==> src/rtl/sram_access_ctrl.sv <==
// Initiator for a single-port SRAM macro: zero-fills the array after reset, then
// serves valid/ready read/write requests and returns read data through a response FIFO.
module sram_access_ctrl #(
  parameter int BITS       = 80,
  parameter int DEPTH      = 32,
  parameter int ADDR_W     = 5,
  parameter int RESP_DEPTH = 2
) (
  input  logic              CLK,
  input  logic              RSTB,
  output logic              init_done,
  input  logic              req_valid,
  output logic              req_ready,
  input  logic              req_write,
  input  logic [ADDR_W-1:0] req_addr,
  input  logic [BITS-1:0]   req_wdata,
  output logic              resp_valid,
  input  logic              resp_ready,
  output logic [BITS-1:0]   resp_rdata,
  output logic              sram_ceb,
  output logic              sram_web,
  output logic [ADDR_W-1:0] sram_a,
  output logic [BITS-1:0]   sram_d,
  input  logic [BITS-1:0]   sram_q
);

  localparam int CW = $clog2(RESP_DEPTH + 1);
  localparam int PW = $clog2(RESP_DEPTH);
  localparam logic [ADDR_W-1:0] LAST_ADDR = ADDR_W'(DEPTH - 1);

  typedef enum logic {INIT, RUN} state_t;

  state_t            state, state_nxt;
  logic [ADDR_W-1:0] init_cnt;
  logic              inflight;
  logic [BITS-1:0]   fifo_mem [RESP_DEPTH];
  logic [PW-1:0]     rd_ptr, wr_ptr;
  logic [CW-1:0]     count;
  logic [CW:0]       credit;
  logic              fire, rd_fire, push, pop;

  always_ff @(posedge CLK or negedge RSTB) begin
    if (!RSTB) state <= INIT;
    else       state <= state_nxt;
  end

  always_comb begin
    state_nxt = state;
    if (state == INIT && init_cnt == LAST_ADDR) state_nxt = RUN;
  end

  // Credit covers buffered entries plus the read whose Q lands next edge,
  // minus the entry leaving this cycle, so a push never meets a full FIFO.
  assign resp_valid = (count != '0);
  assign resp_rdata = resp_valid ? fifo_mem[rd_ptr] : '0;
  assign pop        = resp_valid && resp_ready;
  assign credit     = (CW+1)'(count) + (CW+1)'(inflight) - (CW+1)'(pop);

  always_comb begin
    init_done = (state == RUN);
    req_ready = (state == RUN) && (credit < (CW+1)'(RESP_DEPTH));
    fire      = req_valid && req_ready;
    sram_ceb  = 1'b1;
    sram_web  = 1'b1;
    sram_a    = '0;
    sram_d    = '0;
    if (RSTB) begin
      if (state == INIT) begin
        sram_ceb = 1'b0;
        sram_web = 1'b0;
        sram_a   = init_cnt;
      end else if (fire) begin
        sram_ceb = 1'b0;
        sram_web = ~req_write;
        sram_a   = req_addr;
        sram_d   = req_wdata;
      end
    end
  end

  assign rd_fire = fire && !req_write;
  assign push    = inflight;

  always_ff @(posedge CLK or negedge RSTB) begin
    if (!RSTB)              init_cnt <= '0;
    else if (state == INIT) init_cnt <= init_cnt + ADDR_W'(1);
  end

  always_ff @(posedge CLK or negedge RSTB) begin
    if (!RSTB) inflight <= 1'b0;
    else       inflight <= rd_fire;
  end

  always_ff @(posedge CLK) begin
    if (push) fifo_mem[wr_ptr] <= sram_q;
  end

  always_ff @(posedge CLK or negedge RSTB) begin
    if (!RSTB) begin
      rd_ptr <= '0;
      wr_ptr <= '0;
      count  <= '0;
    end else begin
      if (push) wr_ptr <= (wr_ptr == PW'(RESP_DEPTH - 1)) ? '0 : wr_ptr + PW'(1);
      if (pop)  rd_ptr <= (rd_ptr == PW'(RESP_DEPTH - 1)) ? '0 : rd_ptr + PW'(1);
      case ({push, pop})
        2'b10:   count <= count + CW'(1);
        2'b01:   count <= count - CW'(1);
        default: count <= count;
      endcase
    end
  end

  a_no_overflow: assert property (@(posedge CLK) disable iff (!RSTB)
    !(push && !pop && count == CW'(RESP_DEPTH)));

endmodule

==> config.mk <==
export PLATFORM = sky130hd
export DESIGN_NAME = sram_access_ctrl
export DESIGN_NICKNAME = d
export VERILOG_FILES = /design/src/rtl/sram_access_ctrl.sv
export SDC_FILE = /design/constraint.sdc
export NUM_CORES = 1
export LEC_CHECK = 0
export BUFFER_PORTS_ARGS = -buffer_cell sky130_fd_sc_hd__buf_2
export CORE_AREA = 2 2 131 133
export CTS_CLUSTER_DIAMETER = 50
export CTS_CLUSTER_SIZE = 8
export DETAILED_ROUTE_END_ITERATION = 12
export DIE_AREA = 0 0 133 135
export GPL_ROUTABILITY_DRIVEN = 0
export GPL_TIMING_DRIVEN = 0
export PLACE_DENSITY = 0.82
export SLEW_MARGIN = 0
export SYNTH_ARGS = -nofsm -noshare
export SYNTH_HDL_FRONTEND = slang
export SYNTH_SLANG_ARGS = --single-unit
export TNS_END_PERCENT = 1
==> constraint.sdc <==
create_clock -name CLK -period 7.25 [get_ports CLK]
set_input_delay 1.45 -clock CLK [delete_from_list [all_inputs] [get_ports CLK]]
set_output_delay 1.45 -clock CLK [all_outputs]
set_load 0.02 [all_outputs]
==> reports/qor.txt, run 1 <==
Resized Gates After CTS = 0
Clock transition at the registers of the reported paths = 60 ps
# H-tree levels = 4
Mean Syn Cell Area = 14.8 sq um
Die H = 135 microns
Post-synthesis sequential area ratio = 70.9%
Std-Cell Rows = 47
GRT Total Usage = 21.1%
Routed WL = 19.5 mm
Die area = 18000 sq um
Sink Count = 171
CP max stage delay = 510 ps
LEAKAGE = 4.54 nW
Critical path class = input pin to primary output
I/O pin total = 340
Area grow syn2layout = 37.4%
Adder-cell area share of the yosys netlist = 0.628%
Clk_lat worst skew = 420 ps
Core ar. = 16400 sq um
RSZ-0062 raised after global routing = no
GRT Residual Overflow = 0
Share of power burned in registers = 36.1%
Post-synth top area cell = edfxtp_1
Pwr Density = 353 nW/um^2
Largest cells by area after synthesis = edfxtp_1 (67%), mux2i_1 (11%), and2_1 (7.1%), nor2_1 (4.3%), dfrtp_1 (3.8%)
Routed WL per cell = 18.1 microns
Final ANT Viol Nets = 0
Final Hold Viols = 0
CP bufs+invs = 3
Highest net fanout along the worst path = 10
Placed Instances = 1045
Synth Warn # = 0
HP Class = register to register
Layout Cells excl Fill = 1077
Status = complete, no violations
Worst ir drop on vdd = 218 uV
TritonCTS clock tree = built
CP Data Arrival Time = 3690 ps
Total negative setup slack = 0 ps
Postcts setup bufs = 0
DR iter-0 viols = 243
Hold Buf Count CTS = 0
CP max-delay cell = fa_1
DR vias = 5169
HPWL Detailed = 14.7 mm
First-pass GRT wire length = 28.4 mm
Fin nets = 1017
Post-Synth XOR/XNOR Area = 0.960%
Clock power share = 27.8%
Die Wd = 133 microns
Slew @ Worst Pin = 950 ps
Gate power share = 36.1%
Maxcap violations = 0
Yosys cell types = 28
Ratio of cells with drive above 1 in the final layout = 46.0%
Psw = 1.23 mW
Tcrit/Tclk final = 70.9%
Fill cells = 1292
Simple-gate share of the synthesized area = 13.0%
Largest family of logic cells by synthesized area = simple AND/OR/NAND/NOR gates
Drc violations = 0
FMAX = 0.195 GHz
IO buf count = 339
CP Capture Type = primary output
Tmin final = 5140 ps
Rel. slew slack = 36.5%
Vias in the first global route = 5318
Cts bufs inserted = 17
Most common cell on crit path = buf_2
Mux cell area share after synthesis = 11.5%
Clk buf depth = 2
Critical Path RT = 5800 ps
Routed vias/inst = 4.80
Pins Over Slew Limit = 0
Mapped Nets = 656
Post-Syn Area = 7170 sq um
Root buffer cell = clkbuf_16
Initial Utilization = 43.7%
Post-Synthesis Cells = 483
Initial antenna violation count = 1
DR pass1 iterations = 4
Ant diodes = 0
Post-synthesis compound-gate area fraction = 0.890%
Pin count of the biggest net entering global routing = 42
Clk_skew = 8.87 ps
CP delay by family, top = simple AND/OR/NAND/NOR gates
Synthesis-stage register bit count = 171
Synth top area share = 67.0%
Pint = 2.24 mW
Sw frac = 35.4%
Setup crit start kind = input pin
Crit path cell chain = buf_2, and3b_1, a21oi_1, nand2b_1, fa_1, nand2_1, nor3_4, clkbuf_1, and2_1, buf_2
# setup viols final = 0
-- worst paths after layout --
| path | from | end | slack, ps | cells past startpoint |
|---|---|---|---|---|
| hold reg to reg | init_cnt[0] | init_cnt[0] | 520 | 1 |
| min in group asynchronous | RSTB | init_done | 920 | 1 |
| setup / recovery | resp_ready | sram_d[77] | 2110 | 10 |
| hold / removal | init_cnt[0] | init_cnt[0] | 520 | 1 |
| max in group asynchronous | RSTB | count[1] | 6090 | 1 |
| setup reg to reg | count[1] | inflight | 5200 | 6 |
-- cells in the final DEF (no fill, tap or decap), types with 5 or more instances in the layout --
cell type,instances
dfrtp_1,11
edfxtp_1,160
nor2_1,83
xnor2_1,5
a22o_1,5
clkbuf_16,17
buf_2,348
clkbuf_1,16
and2_1,80
mux2i_1,80
-- cell type report --
cell class | instances | area, sq um | area share [%]
plain buffers | 29 | 150 | 1.52
clock buffers | 17 | 425 | 4.32
clock inverters | 15 | 211 | 2.15
inverters | 2 | 7.51 | 0.0762
multi-input cells | 281 | 1940 | 19.7
flip-flops and latches | 171 | 5080 | 51.6
well taps | 220 | 275 | 2.80
repair buffers | 342 | 1760 | 17.8
-- cell usage after synthesis --
library cell,n
nor2_1,83
xor2_2,1
or2_2,1
buf_6,4
dfrtp_1,11
nor3_1,1
mux2_2,2
nand2_1,3
nand2b_1,3
buf_2,9
nor4b_1,1
xnor2_1,5
fa_1,1
a22o_1,5
and4_1,1
clkbuf_1,16
a21oi_1,4
nor2b_1,2
xor2_1,1
and3_1,1
mux2i_1,80
and3b_1,1
edfxtp_1,160
nand4b_1,1
ha_1,2
inv_1,2
and2_1,81
nor3_4,1
-- stage by stage --
stage                     instance area, sq um  power [mW]  utilization [%]  setup WS (ps)  hold WS (ps)
final                                     9850        3.47             60.0           2110           521
after global routing                      9850        3.63             60.0           1920           541
after CTS                                 9850        3.51             60.0           2060           521
after detailed placement                  9210        2.54             56.1           2080           512
after global placement                    9140        2.53             55.7            732           466
after floorplan                           7170        2.10                -           2590           453
-- kinds of logic after synthesis --
| family | count (synthesis) |
|---|---|
| flops | 171 |
| fa+ha+maj | 3 |
| mux | 82 |
| simple gates | 180 |
| xor+xnor | 7 |
| compound gates | 9 |
| buf+inv | 31 |
-- layer usage --
metal  GRT usage [%]  part of all wire [%]
met4            9.20                   2.9
met1            21.7                    35
met3            7.62                   9.0
met2            38.6                    53
met5               0                 0.067
-- power by group through the flow --
stage	combinational [mW]	sequential, mW	clock, mW
finish	1.25	1.26	0.964
global route	1.35	1.26	1.01
floorplan	0.821	1.28	0
detailed placement	1.26	1.28	0
CTS	1.27	1.26	0.981
global placement	1.24	1.29	0
-- registers in the layout, indices dropped and copies added (netlist names) --
| register | cells |
|---|---|
| init_cnt | 5 |
| fifo_mem | 160 |
| init_done | 1 |
| wr_ptr | 1 |
| count | 2 |
| inflight | 1 |
| rd_ptr | 1 |
No activity file was read; power rests on OpenSTA's default activity.
==> inputs of run 2 (changes only) <==
--- a/config.mk
+++ b/config.mk
@@ -6,11 +6,10 @@
 export NUM_CORES = 1
 export LEC_CHECK = 0
 export BUFFER_PORTS_ARGS = -buffer_cell sky130_fd_sc_hd__buf_2
-export CORE_AREA = 2 2 131 133
+export CORE_UTILIZATION = 42
 export CTS_CLUSTER_DIAMETER = 50
 export CTS_CLUSTER_SIZE = 8
 export DETAILED_ROUTE_END_ITERATION = 12
-export DIE_AREA = 0 0 133 135
 export GPL_ROUTABILITY_DRIVEN = 0
 export GPL_TIMING_DRIVEN = 0
 export PLACE_DENSITY = 0.82
==> constraint.sdc (replaced) <==
create_clock -name CLK -period 4.16 [get_ports CLK]
set_input_delay 0.832 -clock CLK [delete_from_list [all_inputs] [get_ports CLK]]
set_output_delay 0.832 -clock CLK [all_outputs]
set_load 0.02 [all_outputs]
==> run 2 against run 1 <==
Net effect: wire length rose by 1.0%; worst hold slack got worse by 240 ps; final cell count rose by 0.28%; critical path depth did not move; sequential share of layout area rose by 0.13 points; critical path type is now register to primary output.
==> reports/qor.txt, run 2 (synthesized netlist as in run 1, its figures left out) <==
Critical path class = register to primary output (was input pin to primary output)
RSZ-0062 raised after global routing = no (unchanged)
Max reg flops = 160 (unchanged)
Clock power share = 25.4% (was 27.8%)
Setup crit start kind = register (was input pin)
Resized Gates After CTS = 0 (unchanged)
First-pass GRT wire length = 28.9 mm (was 28.4 mm)
Sink Count = 171 (unchanged)
Psw = 2.15 mW (was 1.23 mW)
CP Data Arrival Time = 3140 ps (was 3690 ps)
Most flop-heavy register = fifo_mem (unchanged)
Power Total = 5.89 mW (was 3.47 mW)
Final instance area = 9820 sq um (was 9850 sq um)
CP Capture Type = primary output (unchanged)
Clk_skew = 5.66 ps (was 8.87 ps)
# H-tree levels = 4 (unchanged)
I/O pin total = 340 (unchanged)
HPWL Detailed = 14.9 mm (was 14.7 mm)
Drc violations = 0 (unchanged)
DR vias = 5218 (was 5169)
Setup slack after layout = 187 ps (was 2110 ps)
Fin nets = 1018 (was 1017)
Area grow syn2layout = 37.0% (was 37.4%)
Layout Cells excl Fill = 1080 (was 1077)
Maxcap violations = 0 (unchanged)
Clock transition at the registers of the reported paths = 70 ps (was 60 ps)
IO buf count = 339 (unchanged)
Final Hold Viols = 0 (unchanged)
Pin count of the biggest net entering global routing = 53 (was 42)
FMAX = 0.252 GHz
Vias in the first global route = 5203 (was 5318)
Die Wd = 133 microns (about the same)
TritonCTS clock tree = built (unchanged)
Routed WL per cell = 18.2 microns (was 18.1 microns)
Die area = 17600 sq um (was 18000 sq um)
Crit path cell chain = and3b_1, a21oi_1, nand2b_1, fa_1, nand2_1, nor3_4, buf_6, buf_6, and2_1, buf_2 (was buf_2, and3b_1, a21oi_1, nand2b_1, fa_1, nand2_1, nor3_4, clkbuf_1, and2_1, buf_2)
Commonest non-fill, non-tap cell in the layout = buf_2 (unchanged)
Clk_lat worst skew = 420 ps (about the same)
Pwr Density = 600 nW/um^2 (was 353 nW/um^2)
Slew @ Worst Pin = 926 ps (was 950 ps)
Std-Cell Rows = 47 (unchanged)
Min Hold Slack = 283 ps (was 521 ps)
Die H = 133 microns (was 135 microns)
Cts bufs inserted = 17 (unchanged)
CP delay by family, top = simple AND/OR/NAND/NOR gates (unchanged)
Pre-CTS WS = 211 ps (was 2080 ps)
Routed WL = 19.7 mm (was 19.5 mm)
Tmin final = 3970 ps
GRT Residual Overflow = 0 (unchanged)
Postcts setup bufs = 0 (unchanged)
Post-DP Area = 9250 sq um (was 9210 sq um)
Tcrit/Tclk final = 95.5%
Pint = 3.74 mW (was 2.24 mW)
DR iter-0 viols = 209 (was 243)
Hold Buf Count CTS = 0 (unchanged)
LEAKAGE = 4.51 nW (was 4.54 nW)
Routed vias/inst = 4.83 (was 4.80)
Total negative setup slack = 0 ps (unchanged)
CP max stage delay = 520 ps (was 510 ps)
Sw frac = 36.5% (was 35.4%)
HP Class = input pin to asynchronous set/reset pin (was register to register)
Status = complete, no violations (unchanged)
# setup viols final = 0 (unchanged)
Rel. slew slack = 38.1% (was 36.5%)
Placed Instances = 1046 (was 1045)
Ratio of cells with drive above 1 in the final layout = 45.8% (was 46.0%)
Final Core Density = 59.0% (was 60.0%)
Pins Over Slew Limit = 0 (unchanged)
Regs by FF count = fifo_mem: 160 flops, init_cnt: 5 flops, count: 2 flops (unchanged)
Gate power share = 37.5% (was 36.1%)
Initial Utilization = 43.1% (was 43.7%)
CP max-delay cell = fa_1 (unchanged)
Most frequent cells in the layout = buf_2 (348), edfxtp_1 (160), nor2_1 (83) (unchanged)
Final ANT Viol Nets = 0 (unchanged)
Worst ir drop on vdd = 393 uV (was 218 uV)
Most common cell on crit path = buf_6 (was buf_2)
DR pass1 iterations = 4 (unchanged)
Highest net fanout along the worst path = 10 (unchanged)
Initial antenna violation count = 2 (was 1)
Root buffer cell = clkbuf_16 (unchanged)
GRT Total Usage = 22.3% (was 21.1%)
Critical Path RT = 3330 ps (was 5800 ps)
Clk buf depth = 2 (unchanged)
Share of power burned in registers = 37.1% (was 36.1%)
CP bufs+invs = 3 (unchanged)
Core ar. = 16600 sq um (was 16400 sq um)
-- run 2: changes by cell type in the layout (fill, tap and decap cells not counted), sizes merged --
cell	previous run	this run
bufinv	4	1
diode	0	2
clkinv	4	2
clkinvlp	1	5
clkbuf	33	34
buf	355	356
-- run 2: power by group through the flow --
| stage | Combinational, mW | Sequential, mW | Clock [mW] |
|---|---|---|---|
| floorplan | 1.43 | 2.22 | 0 |
| global placement | 2.16 | 2.24 | 0 |
| detailed placement | 2.22 | 2.22 | 0 |
| CTS | 2.24 | 2.19 | 1.53 |
| global route | 2.36 | 2.20 | 1.59 |
| finish | 2.21 | 2.19 | 1.50 |
-- run 2: final timing paths --
check | startpoint | endpoint | slack (ps) | cells past startpoint
worst max register to register | count[1] | inflight | 2090 | 6
worst max-delay path | count[1] | sram_d[69] | 190 | 10
min in group CLK | init_cnt[3] | init_cnt[3] | 510 | 1
worst min-delay path | RSTB | init_cnt[0] | 280 | 1
max in group asynchronous | RSTB | count[0] | 3640 | 1
worst min register to register | init_cnt[3] | init_cnt[3] | 510 | 1
-- run 2: final cells by class --
cell class	instances	area, sq um
inverter	2	7.51
clock inverter	14	135
multi-input combinational	281	1940
clock buffer	18	429
buffer	29	150
timing repair buffer	343	1800
antenna	2	5.00
sequential	171	5080
tap	220	275
fill	1336	6820
-- run 2: per-layer routing --
| metal | up-vias | global-route usage [%] | share of wire [%] |
|---|---|---|---|
| li1 | 2440 | - | - |
| met1 | 2513 | 25.1 | 38 |
| met2 | 235 | 40.2 | 53 |
| met3 | 30 | 5.67 | 6.1 |
| met4 | 0 | 9.32 | 2.7 |
| met5 | - | 0 | 0 |
==> inputs of run 3 (changes only) <==
--- a/config.mk
+++ b/config.mk
@@ -6,6 +6,7 @@
 export NUM_CORES = 1
 export LEC_CHECK = 0
 export BUFFER_PORTS_ARGS = -buffer_cell sky130_fd_sc_hd__buf_2
+export CORE_MARGIN = 2
 export CORE_UTILIZATION = 42
 export CTS_CLUSTER_DIAMETER = 50
 export CTS_CLUSTER_SIZE = 8
==> run 3 against run 2 <==
Net effect: critical endpoint is now sram_d[1]; largest power group unchanged; final cell count is 0.28% higher; critical path type unchanged; first-iteration DRC count is 35% higher; die area is 3.0% higher; clock-buffer cell count is 1 lower.
==> reports/qor.txt, run 3 (synthesized netlist as in run 1, its figures left out) <==
Clk_lat worst skew = 420 ps (about the same)
Sink Count = 171 (unchanged)
Pins Over Slew Limit = 0 (unchanged)
Clock transition at the registers of the reported paths = 70 ps (about the same)
Setup crit start kind = register (unchanged)
Final ANT Viol Nets = 0 (unchanged)
Commonest non-fill, non-tap cell in the layout = buf_2 (unchanged)
Die Wd = 135 microns (was 133 microns)
Critical Path RT = 3330 ps (about the same)
Routed vias/inst = 4.86 (was 4.83)
RSZ-0062 raised after global routing = no (unchanged)
CP Data Arrival Time = 3160 ps (was 3140 ps)
Cts bufs inserted = 17 (unchanged)
Psw = 2.24 mW (was 2.15 mW)
CP Capture Type = primary output (unchanged)
Die H = 135 microns (was 133 microns)
Area grow syn2layout = 38.1% (was 37.0%)
Highest net fanout along the worst path = 10 (unchanged)
HP Class = input pin to asynchronous set/reset pin (unchanged)
Gate power share = 37.1% (was 37.5%)
DR pass1 iterations = 4 (unchanged)
Final instance area = 9900 sq um (was 9820 sq um)
Tmin final = 3990 ps (was 3970 ps)
Routed WL per cell = 20.8 microns (was 18.2 microns)
Clk_skew = 10.3 ps (was 5.66 ps)
Most frequent cells in the layout = buf_2 (348), edfxtp_1 (160), nor2_1 (83) (unchanged)
Reg2Reg Depth = 6 (unchanged)
Status = complete, no violations (unchanged)
Power Total = 6.02 mW (was 5.89 mW)
Routed WL = 22.5 mm (was 19.7 mm)
GRT Total Usage = 24.5% (was 22.3%)
Ratio of cells with drive above 1 in the final layout = 46.2% (was 45.8%)
FMAX = 0.250 GHz (was 0.252 GHz)
DR vias = 5259 (was 5218)
Post-DP Area = 9250 sq um (unchanged)
LEAKAGE = 4.56 nW (was 4.51 nW)
Core ar. = 16600 sq um (unchanged)
Rel. slew slack = 38.8% (was 38.1%)
HPWL Detailed = 17.8 mm (was 14.9 mm)
Fin nets = 1020 (was 1018)
# H-tree levels = 4 (unchanged)
Min Hold Slack = 281 ps (was 283 ps)
Most flop-heavy register = fifo_mem (unchanged)
Initial Utilization = 43.1% (unchanged)
Std-Cell Rows = 47 (unchanged)
Setup slack after layout = 167 ps (was 187 ps)
DR iter-0 viols = 282 (was 209)
TritonCTS clock tree = built (unchanged)
Vias in the first global route = 5348 (was 5203)
Crit path from = count[1] (unchanged)
Maxcap violations = 0 (unchanged)
First-pass GRT wire length = 31.5 mm (was 28.9 mm)
I/O pin total = 340 (unchanged)
Drc violations = 0 (unchanged)
Sw frac = 37.2% (was 36.5%)
Final Core Density = 59.5% (was 59.0%)
Resized Gates After CTS = 0 (unchanged)
Clock power share = 26.6% (was 25.4%)
Hold Buf Count CTS = 0 (unchanged)
Slew @ Worst Pin = 914 ps (was 926 ps)
Clk buf depth = 2 (unchanged)
R2R Path Start = count[1] (unchanged)
Root buffer cell = clkbuf_16 (unchanged)
Critical path class = register to primary output (unchanged)
Worst ir drop on vdd = 396 uV (was 393 uV)
Total negative setup slack = 0 ps (unchanged)
Die area = 18100 sq um (was 17600 sq um)
Pre-CTS WS = 174 ps (was 211 ps)
Pwr Density = 609 nW/um^2 (was 600 nW/um^2)
Max reg flops = 160 (unchanged)
Tcrit/Tclk final = 96.0% (was 95.5%)
Fill cells = 1330 (was 1336)
Pin count of the biggest net entering global routing = 64 (was 53)
# setup viols final = 0 (unchanged)
Regs by FF count = fifo_mem: 160 flops, init_cnt: 5 flops, count: 2 flops (unchanged)
Layout Cells excl Fill = 1083 (was 1080)
Final Hold Viols = 0 (unchanged)
Share of power burned in registers = 36.3% (was 37.1%)
Initial antenna violation count = 5 (was 2)
Pint = 3.78 mW (was 3.74 mW)
GRT Residual Overflow = 0 (unchanged)
Placed Instances = 1046 (unchanged)
FF+latch area = 5080 sq um (unchanged)
Multi-input gate area = 1940 sq um (unchanged)
IO buf count = 339 (unchanged)
==> run 3: changes by cell type in the layout (fill, tap and decap cells not counted), sizes merged <==
cell | previous run | this run
clkbuf | 34 | 33
inv | 8 | 10
clkinv | 2 | 4
clkinvlp | 5 | 2
buf | 356 | 358
diode | 2 | 3
==> run 3: worst paths after layout <==
check	endpoint	slack (ps)
min reg2reg	init_cnt[3]	500
max	sram_d[1]	170
min	inflight	280
min in group CLK	init_cnt[3]	500
max reg2reg	inflight	2100
max in group asynchronous	init_cnt[1]	3650
==> run 3: routing by layer <==
layer / up-vias / wire [microns] / global-route usage (%)
met5: - / 0 / 0
met4: 0 / 906 / 12.4
met3: 43 / 1780 / 7.51
met2: 253 / 11500 / 41.8
met1: 2513 / 8310 / 27.9
li1: 2450 / - / -
==> run 3: power groups by stage <==
stage	Clock [mW]	Sequential, mW	Combinational, mW
after CTS	1.64	2.19	2.26
final	1.60	2.19	2.23
after global placement	0	2.24	2.19
after global routing	1.71	2.20	2.39
after floorplan	0	2.22	1.43
after detailed placement	0	2.22	2.25
==> run 3: layout make-up <==
class,instances,area share (%)
flip-flops and latches,171,51.3
multi-input cells,281,19.6
repair buffers,345,18.3
clock buffers,17,4.30
well taps,220,2.78
clock inverters,15,1.97
plain buffers,29,1.52
inverters,2,0.0759
diodes,3,0.0759
==> run 3: what timing repair did <==
item / CTS / global route
buffers inserted: 0 / 2
setup endpoints to repair: 0 / 10
endpoints found under the hold margin: 0 / 0
==> run 3: worst max-delay path, stage by stage (launching register included) <==
cell	delay [ps]
dfrtp_1	500
and3b_1	250
a21oi_1	80
nand2b_1	170
fa_1	440
xor2_2	190
nor3_4	180
buf_4	150
clkbuf_1	220
and2_1	290
buf_2	250
